--- src/rtl/barreira_arbitro.sv ---
// barreira_arbitro: shares one plate checker between two entry lanes.
// Lanes are granted round-robin. The checker verdict is sampled CHK_LAT cycles
// after the plate is driven. Each lane's barrier then opens for OPEN_CYCLES, or
// closes early when a car passes.
// Optional accept/reject statistics are built when BARREIRA_STATS_EN is defined.
module barreira_arbitro #(
    parameter int CHK_LAT     = 2,  // 1..15
    parameter int OPEN_CYCLES = 8   // 1..255
) (
    input  logic        CLK,
    input  logic        RST_N,
    input  logic [2:0]  Dia,
    input  logic        Req0,
    input  logic [23:0] Plate0,
    input  logic        Req1,
    input  logic [23:0] Plate1,
    input  logic        CarPassed0,
    input  logic        CarPassed1,
    output logic [23:0] ChkPlate,
    output logic [2:0]  ChkDia,
    input  logic        ChkMatrVal,
    input  logic        ChkBarreira,
    output logic        Ack0,
    output logic        Ack1,
    output logic        Reject0,
    output logic        Reject1,
    output logic        Barrier0,
    output logic        Barrier1,
    output logic        Busy,
    output logic [7:0]  CntOk,
    output logic [7:0]  CntRej
);

    typedef enum logic {IDLE, WAIT} state_t;

    state_t      state, state_next;
    logic [1:0]  req, car, armed, eligible, barrier, ack, rej;
    logic [7:0]  tmr [2];
    logic [3:0]  lat_cnt;
    logic        ptr;        // lane favoured when both lanes are eligible
    logic        cur_lane;   // lane owning the current checker transaction
    logic        grant, grant_lane, done, accept;

    assign req      = {Req1, Req0};
    assign car      = {CarPassed1, CarPassed0};
    // A lane with an open barrier or an already-serviced request waits.
    assign eligible = req & armed & ~barrier;
    assign accept   = ChkMatrVal & ChkBarreira;

    // State register.
    // NOTE: sequential state uses non-blocking assignments so every register samples pre-edge values.
    always_ff @(posedge CLK or negedge RST_N) begin
        if (!RST_N) state <= IDLE;
        else        state <= state_next;
    end

    // Next-state logic: grant in IDLE, detect the checker sampling edge in WAIT.
    // NOTE: every output of this block gets a default first, so no latch is inferred.
    always_comb begin
        state_next = state;
        grant      = 1'b0;
        done       = 1'b0;
        grant_lane = (eligible[0] && eligible[1]) ? ptr : eligible[1];
        case (state)
            IDLE: if (|eligible) begin
                grant      = 1'b1;
                state_next = WAIT;
            end
            WAIT: if (lat_cnt == 4'd1) begin
                done       = 1'b1;
                state_next = IDLE;
            end
            default: state_next = IDLE;
        endcase
    end

    // Transaction registers: checker drive, latency counter, owner lane, pointer.
    always_ff @(posedge CLK or negedge RST_N) begin
        if (!RST_N) begin
            ChkPlate <= '0;
            ChkDia   <= '0;
            lat_cnt  <= '0;
            cur_lane <= 1'b0;
            Busy     <= 1'b0;
            ptr      <= 1'b0;
        end else if (grant) begin
            ChkPlate <= grant_lane ? Plate1 : Plate0;
            ChkDia   <= Dia;
            lat_cnt  <= 4'(CHK_LAT);
            cur_lane <= grant_lane;
            Busy     <= 1'b1;
        end else if (state == WAIT) begin
            lat_cnt <= lat_cnt - 4'd1;
            if (done) begin
                Busy <= 1'b0;
                ptr  <= ~cur_lane;
            end
        end
    end

    // One-cycle Ack/Reject pulses on the sampling edge.
    always_ff @(posedge CLK or negedge RST_N) begin
        if (!RST_N) begin
            ack <= '0;
            rej <= '0;
        end else begin
            ack <= '0;
            rej <= '0;
            if (done) begin
                ack[cur_lane] <= 1'b1;
                rej[cur_lane] <= ~accept;
            end
        end
    end

    // Armed flags: cleared by the lane's Ack, re-armed once its Req is seen low.
    always_ff @(posedge CLK or negedge RST_N) begin
        if (!RST_N) begin
            armed <= 2'b11;
        end else begin
            for (int i = 0; i < 2; i++) begin
                if (done && cur_lane == i[0]) armed[i] <= 1'b0;
                else if (!req[i])             armed[i] <= 1'b1;
            end
        end
    end

    // Barrier and hold timer per lane; a car passing closes the barrier early.
    // NOTE: the two-entry timer array is reset explicitly, because an open barrier depends on it.
    always_ff @(posedge CLK or negedge RST_N) begin
        if (!RST_N) begin
            barrier <= '0;
            tmr[0]  <= '0;
            tmr[1]  <= '0;
        end else begin
            for (int i = 0; i < 2; i++) begin
                if (done && cur_lane == i[0] && accept) begin
                    barrier[i] <= 1'b1;
                    tmr[i]     <= 8'(OPEN_CYCLES);
                end else if (barrier[i]) begin
                    if (car[i] || tmr[i] == 8'd1) begin
                        barrier[i] <= 1'b0;
                        tmr[i]     <= '0;
                    end else begin
                        tmr[i] <= tmr[i] - 8'd1;
                    end
                end
            end
        end
    end

    assign Ack0     = ack[0];
    assign Ack1     = ack[1];
    assign Reject0  = rej[0];
    assign Reject1  = rej[1];
    assign Barrier0 = barrier[0];
    assign Barrier1 = barrier[1];

`ifdef BARREIRA_STATS_EN
    // Saturating accept and reject counters.
    always_ff @(posedge CLK or negedge RST_N) begin
        if (!RST_N) begin
            CntOk  <= '0;
            CntRej <= '0;
        end else if (done) begin
            if (accept && CntOk != 8'hFF)   CntOk  <= CntOk + 8'd1;
            if (!accept && CntRej != 8'hFF) CntRej <= CntRej + 8'd1;
        end
    end
`else
    assign CntOk  = '0;
    assign CntRej = '0;
`endif

endmodule
--- config.mk ---
export PLATFORM = sky130hd
export DESIGN_NAME = barreira_arbitro
export DESIGN_NICKNAME = d
export VERILOG_FILES = /design/src/rtl/barreira_arbitro.sv
export SDC_FILE = /design/constraint.sdc
export NUM_CORES = 1
export LEC_CHECK = 0
export ABC_CLOCK_PERIOD_IN_PS = 1450
export CAP_MARGIN = 25
export CORE_ASPECT_RATIO = 0.6
export CORE_UTILIZATION = 42
export CTS_BUF_LIST = sky130_fd_sc_hd__clkbuf_4 sky130_fd_sc_hd__clkbuf_8
export CTS_CLUSTER_SIZE = 12
export DETAILED_ROUTE_END_ITERATION = 8
export GPL_TIMING_DRIVEN = 0
export HOLD_SLACK_MARGIN = 0.08
export MAX_ROUTING_LAYER = met4
export PLACE_DENSITY = 0.79
export SETUP_SLACK_MARGIN = 0.2
export SYNTH_ARGS = -nofsm -noshare
export SYNTH_HDL_FRONTEND = slang
export SYNTH_SLANG_ARGS = --single-unit
--- constraint.sdc ---
create_clock -name CLK -period 1.45 [get_ports CLK]
set_input_delay 0.435 -clock CLK [delete_from_list [all_inputs] [get_ports CLK]]
set_output_delay 0.435 -clock CLK [all_outputs]
set_load 0.01 [all_outputs]
# After elaboration in Yosys (flattened, before gate mapping)
# Index checks and enable logic that the tools add are counted.
[word_totals]
register_bits = 59
input_bits = 59
output_inout_bits = 50
word_cells = 81
[op_classes]
addsub = 3
n_lt_le_gt_ge = 2
n_eq_ne = 5
muxes = 33
bitwise = 9
n_reduce_logical = 15
[ops]
columns = ["cell", "count"]
rows = [
  ["$mux W8", 6],
  ["$mux W24", 1],
  ["$mux W1", 20],
  ["$eq A8 B1 Y1 const B", 2],
  ["$sub A8 B1 Y8 const B", 2],
  ["$mux W4", 2],
  ["$reduce_bool A2 Y1", 4],
  ["$and A2 B2 Y2", 3],
  ["$logic_and A1 B1 Y1", 6],
  ["$eq A4 B1 Y1 const B", 1],
  ["$mux W2", 2],
  ["$ne A2 B1 Y1 const B", 2],
  ["$not A1 Y1", 4],
  ["$sub A4 B1 Y4 const B", 1],
  ["$reduce_and A3 Y1", 1],
  ["$logic_or A1 B1 Y1", 2],
  ["$lt A1 B2 Y1 const B", 1],
  ["$not A2 Y2", 1],
  ["$pmux W1 S2", 1],
  ["$reduce_and A2 Y1", 1],
  ["$reduce_or A2 Y1", 1],
  ["$and A1 B1 Y1", 1],
  ["$demux W1 S1", 1],
  ["$ge A1 B1 Y1 const B", 1],
]

# Logic depth before layout (Yosys ltp)
[depth]
word_depth = 7
mapped_depth = 7
ltp_nobuf = 6

# Worst setup path after synthesis
# OpenSTA, ideal clock, no wires.
[synth_timing]
kind = "register -> register"
from = "register barrier[0]"
to = "register ChkPlate[1]"
setup_time_ps = 128
arrival_ps = 1476
t_required_ps = 1322
setup_slack_ps = -154
path_stages_with_launch = 6
n_path_buf = 1
synth_period_minus_slack_ps = 1604
cell_sequence = "dfrtp_1 -> and3b_2 -> a21oi_4 -> buf_12 -> mux2i_1 -> a21oi_2"
[synth_via]
elab_chain_len = 5
elab_cells_between_ends = 8
cone_classes = "mux: 4; bitwise: 2; reduce/logical: 2"
[synth_rtl]
columns = ["element", "line", "rtl"]
rows = [
  ["start, declared", "37", "logic [1:0] req, car, armed, eligible, barrier, ack, rej;"],
  ["start signal, assigned", "132", "barrier <= '0;"],
  ["start signal, assigned by index", "138", "barrier[i] <= 1'b1;"],
  ["start signal, assigned by index", "142", "barrier[i] <= 1'b0;"],
  ["$not A2 Y2 *", "47", "assign eligible = req & armed & ~barrier;"],
  ["$and A2 B2 Y2 *", "47", ""],
  ["$reduce_or A2 Y1 or $logic_and A1 B1 Y1 (tied branches)", "65, 63", ""],
  ["$mux W1 (on tied branches)", "65, 63", ""],
  ["$mux W1 or $mux W24 (tied branches)", "64, 87", ""],
  ["end signal, assigned", "87", "ChkPlate <= grant_lane ? Plate1 : Plate0;"],
  ["end, declared", "19", "output logic [23:0] ChkPlate,"],
]
# Every way passes the cells marked *; elsewhere a longest branch is shown, timed or not.
# A chain may end at the register's enable or synchronous reset.

# Worst setup path after layout
[layout_timing]
from = "register lat_cnt[1]"
to = "register tmr[5] in the netlist's numbering"
[layout_via]
elab_chain_len = 6
elab_cells_between_ends = 7
cone_classes = "eq/ne: 1; mux: 3; reduce/logical: 3"
[layout_rtl]
columns = ["element", "line", "rtl"]
rows = [
  ["start, declared", "39", "logic [3:0] lat_cnt;"],
  ["start signal, assigned", "89", "lat_cnt <= 4'(CHK_LAT);"],
  ["start signal, assigned", "93", "lat_cnt <= lat_cnt - 4'd1;"],
  ["$eq A4 B1 Y1 *", "69", "WAIT: if (lat_cnt == 4'd1) begin"],
  ["$mux W1 *", "69", ""],
  ["$mux W1 *", "64", "case (state)"],
  ["$logic_and A1 B1 Y1 * (2 in a row)", "137", "if (done && cur_lane == i[0] && accept) begin"],
  ["$mux W8 or $reduce_bool A2 Y1 (tied branches)", "n/a", ""],
  ["end signal, assigned by index", "139", "tmr[i] <= 8'(OPEN_CYCLES);"],
  ["end signal, assigned by index", "145", "tmr[i] <= tmr[i] - 8'd1;"],
  ["end, declared", "38", "logic [7:0] tmr [2];"],
]
# Marked as above.

==> impl_metrics.tcl <==
set metrics [dict create \
    setup_viol 45 \
    most-common-layout-cells "buf_4 (58), clkdlybuf4s50_1 (54), dfrtp_1 (52), buf_6 (33), nor2_1 (29)" \
    start_util 0.448 \
    grt_max_degree 42 \
    ant_nets 0 \
    synth-seq-cells 59 \
    drive_gt1_frac 0.484 \
    violations "negative setup slack" \
    die-height_um 68.3 \
    final_nets 537 \
    portBuffers 92 \
    switching_share 0.391 \
    dpl.hpwl_mm 5.72 \
    status "finished, violations left" \
    synth_seq_area_share 0.480 \
    cts.sink_count 59 \
    met2WireLength_mm 5.36 \
    cts_max_path_buffers 2 \
    rsz0062_at_grt "true" \
    fin_skew_ns 0.0106 \
    syn_inst 295 \
    grt_overflow 0 \
    cts_buffers 9 \
    clockRootBuffer "clkbuf_8" \
    finish.utilization 0.785 \
    synth_area_um2 3080 \
    hold_violations 0 \
    drc 0 \
    fmax_mhz 598 \
    cts_tree "built" \
    layout_commonest_cell "buf_4" \
    dp_cells 490 \
    grt.total_usage 0.235 \
    fin_cells 564 \
    ir_drop_v 0.000839 \
    htree_levels 3 \
    synth_area_per_cell_um2 10.4 \
    synth-edff-count 0 \
    cp_max_fo 5 \
    ys.flop_type "dfrtp_1" \
    internal-power_mw 6.43 \
    syn_to_final_growth_pct 75.3 \
    synth_cell_types 50 \
    via_count 3010 \
    required_ns 1.67 \
    clockPowerShare 0.145 \
    pwr-share-seq 0.287 \
    met1_length_mm 4.34 \
    synth-async-reset-ratio 1.00 \
    min_period_ns 1.67 \
    grt_pass1_vias 2719 \
    antennaDiodeCount 0 \
    slew_violations 0 \
    yosys_warnings 0 \
    maxCapViolations 0 \
    hp-class "in2reg" \
    fin_hold_ws_ns 0.422 \
    die_x_um 113 \
    core_um2 6880 \
    arrival_ns 1.89 \
    routed_wl_mm 10.6 \
    synth_top_area_share 0.463 \
    p_leak_nw 2.38 \
    wl_per_cell_um 18.8 \
    io_pins 109 \
    viasPerCell 5.34 \
    grt_antenna_before_repair 0 \
    period_share 1.15 \
    path_class "reg2reg" \
    combPwrFrac 0.569 \
    gp_congestion 0.860 \
    setup_slack_ns -0.221 \
    synth_top_area_cell "dfrtp_1" \
    clock_latency_ns 0.34 \
    dieArea_um2 7690 \
    path_clk_slew_ns 0.07 \
    start_kind "flip-flop" \
    setup_tns_ns -5.86 \
    rows 23 \
    synthTopCellsByArea "dfrtp_1 (46%), mux2i_1 (8.1%), a21oi_2 (5.7%)" \
    grt_pass1_wl_mm 13.3 \
    routed.top_layer "met4" \
    powerDensity_nw_per_um2 1960 \
    drt-initial-drc-count 166 \
    end_kind "flip-flop" \
    first_pass_iters 4 \
    power.switching_mw 4.12 \
    wl_met3_um 562 \
]
==> power by group through the flow <==
| stage | registers, mW | clock network, mW | logic (mW) |
|---|---|---|---|
| 6_report | 3.02 | 1.53 | 6.00 |
| 5_1_grt | 3.08 | 1.60 | 6.35 |
| 4_1_cts | 2.92 | 1.52 | 4.92 |
| 3_5_place_dp | 2.96 | 0 | 4.04 |
| 3_3_place_gp | 2.91 | 0 | 3.91 |
| 2_1_floorplan | 3.05 | 0 | 2.30 |
==> kinds of logic after synthesis <==
family	synth area share
xor gates and xnor gates	0.00569
adders and majority gates	0.0244
other	0.00122
muxes	0.0996
DFF	0.480
and+or+nand+nor	0.154
buffers and inverters	0.0829
AOI/OAI and AO/OA	0.152
==> worst paths after layout <==
kind | startpoint | to | slack [ns] | cells after the start
worst max-delay path | lat_cnt[1] | tmr[5] | -0.22 | 7
worst min-delay path | Req0 | armed[0] | 0.42 | 2
worst max register to register | lat_cnt[1] | tmr[5] | -0.22 | 7
worst min register to register | armed[0] | armed[0] | 0.50 | 2
max in group asynchronous | RST_N | armed[1] | 0.36 | 3
min in group asynchronous | RST_N | ChkDia[0] | 0.53 | 2
==> flip-flops by register name, indices dropped and copies added (netlist names) <==
register / flops
barrier: 2
tmr: 16
armed: 2
ChkPlate: 24
rej: 2
cur_lane: 1
lat_cnt: 4
state: 1
Busy: 1
ptr: 1
ack: 2
ChkDia: 3
==> layout make-up <==
cell class                      instances  area [µm²]
Multi-Input combinational cell        210        1880
Fill cell                             391        1480
Clock buffer                           11         145
Sequential cell                        59        1490
Clock inverter                          5        52.6
Timing Repair Buffer                  151        1410
Inverter                               14        57.6
Tap cell                               87         109
Buffer                                 27         256
==> synthesized netlist by cell type (5+ instances only) <==
library cell  count
a21oi_1          13
a21oi_2          20
a31oi_1           7
buf_4            17
dfrtp_1          57
ha_1              6
inv_1            14
mux2_2            5
mux2i_1          25
nand2_1          18
nor2_1           30
nor3_1            5
nor4_1            5
o21ai_0          10
==> critical path, stage by stage (launching register included) <==
cell,delay [ns]
dfrtp_1,0.40
inv_2,0.08
ha_4,0.13
and4bb_4,0.27
nand4_1,0.17
buf_6,0.19
a32oi_1,0.21
o21ai_1,0.09
==> stage by stage <==
step | total power [mW] | cell area [µm²] | setup slack [ns]
after floorplan | 5.36 | 3250 | -0.0944
after global placement | 6.82 | 4280 | -2.11
after detailed placement | 7.00 | 4290 | -0.784
after CTS | 9.35 | 4970 | -0.134
after global routing | 11.0 | 5400 | -0.295
final | 10.6 | 5400 | -0.221
==> timing repair <==
action                     CTS  global route
cloned                       4             1
resized for setup          216            50
hold endpoints to repair    17             0
pin swaps                   18            17
setup buffers               35            17
hold buffers                 1             0
setup endpoints to repair   92           132
==> per-layer routing <==
| metal | vias to the layer above | global-route usage |
|---|---|---|
| met5 | - | - |
| met4 | 0 | 0.0567 |
| met3 | 31 | 0.0531 |
| met2 | 141 | 0.387 |
| met1 | 1466 | 0.299 |
| li1 | 1372 | - |
No activity file was read; power rests on OpenSTA's default activity.
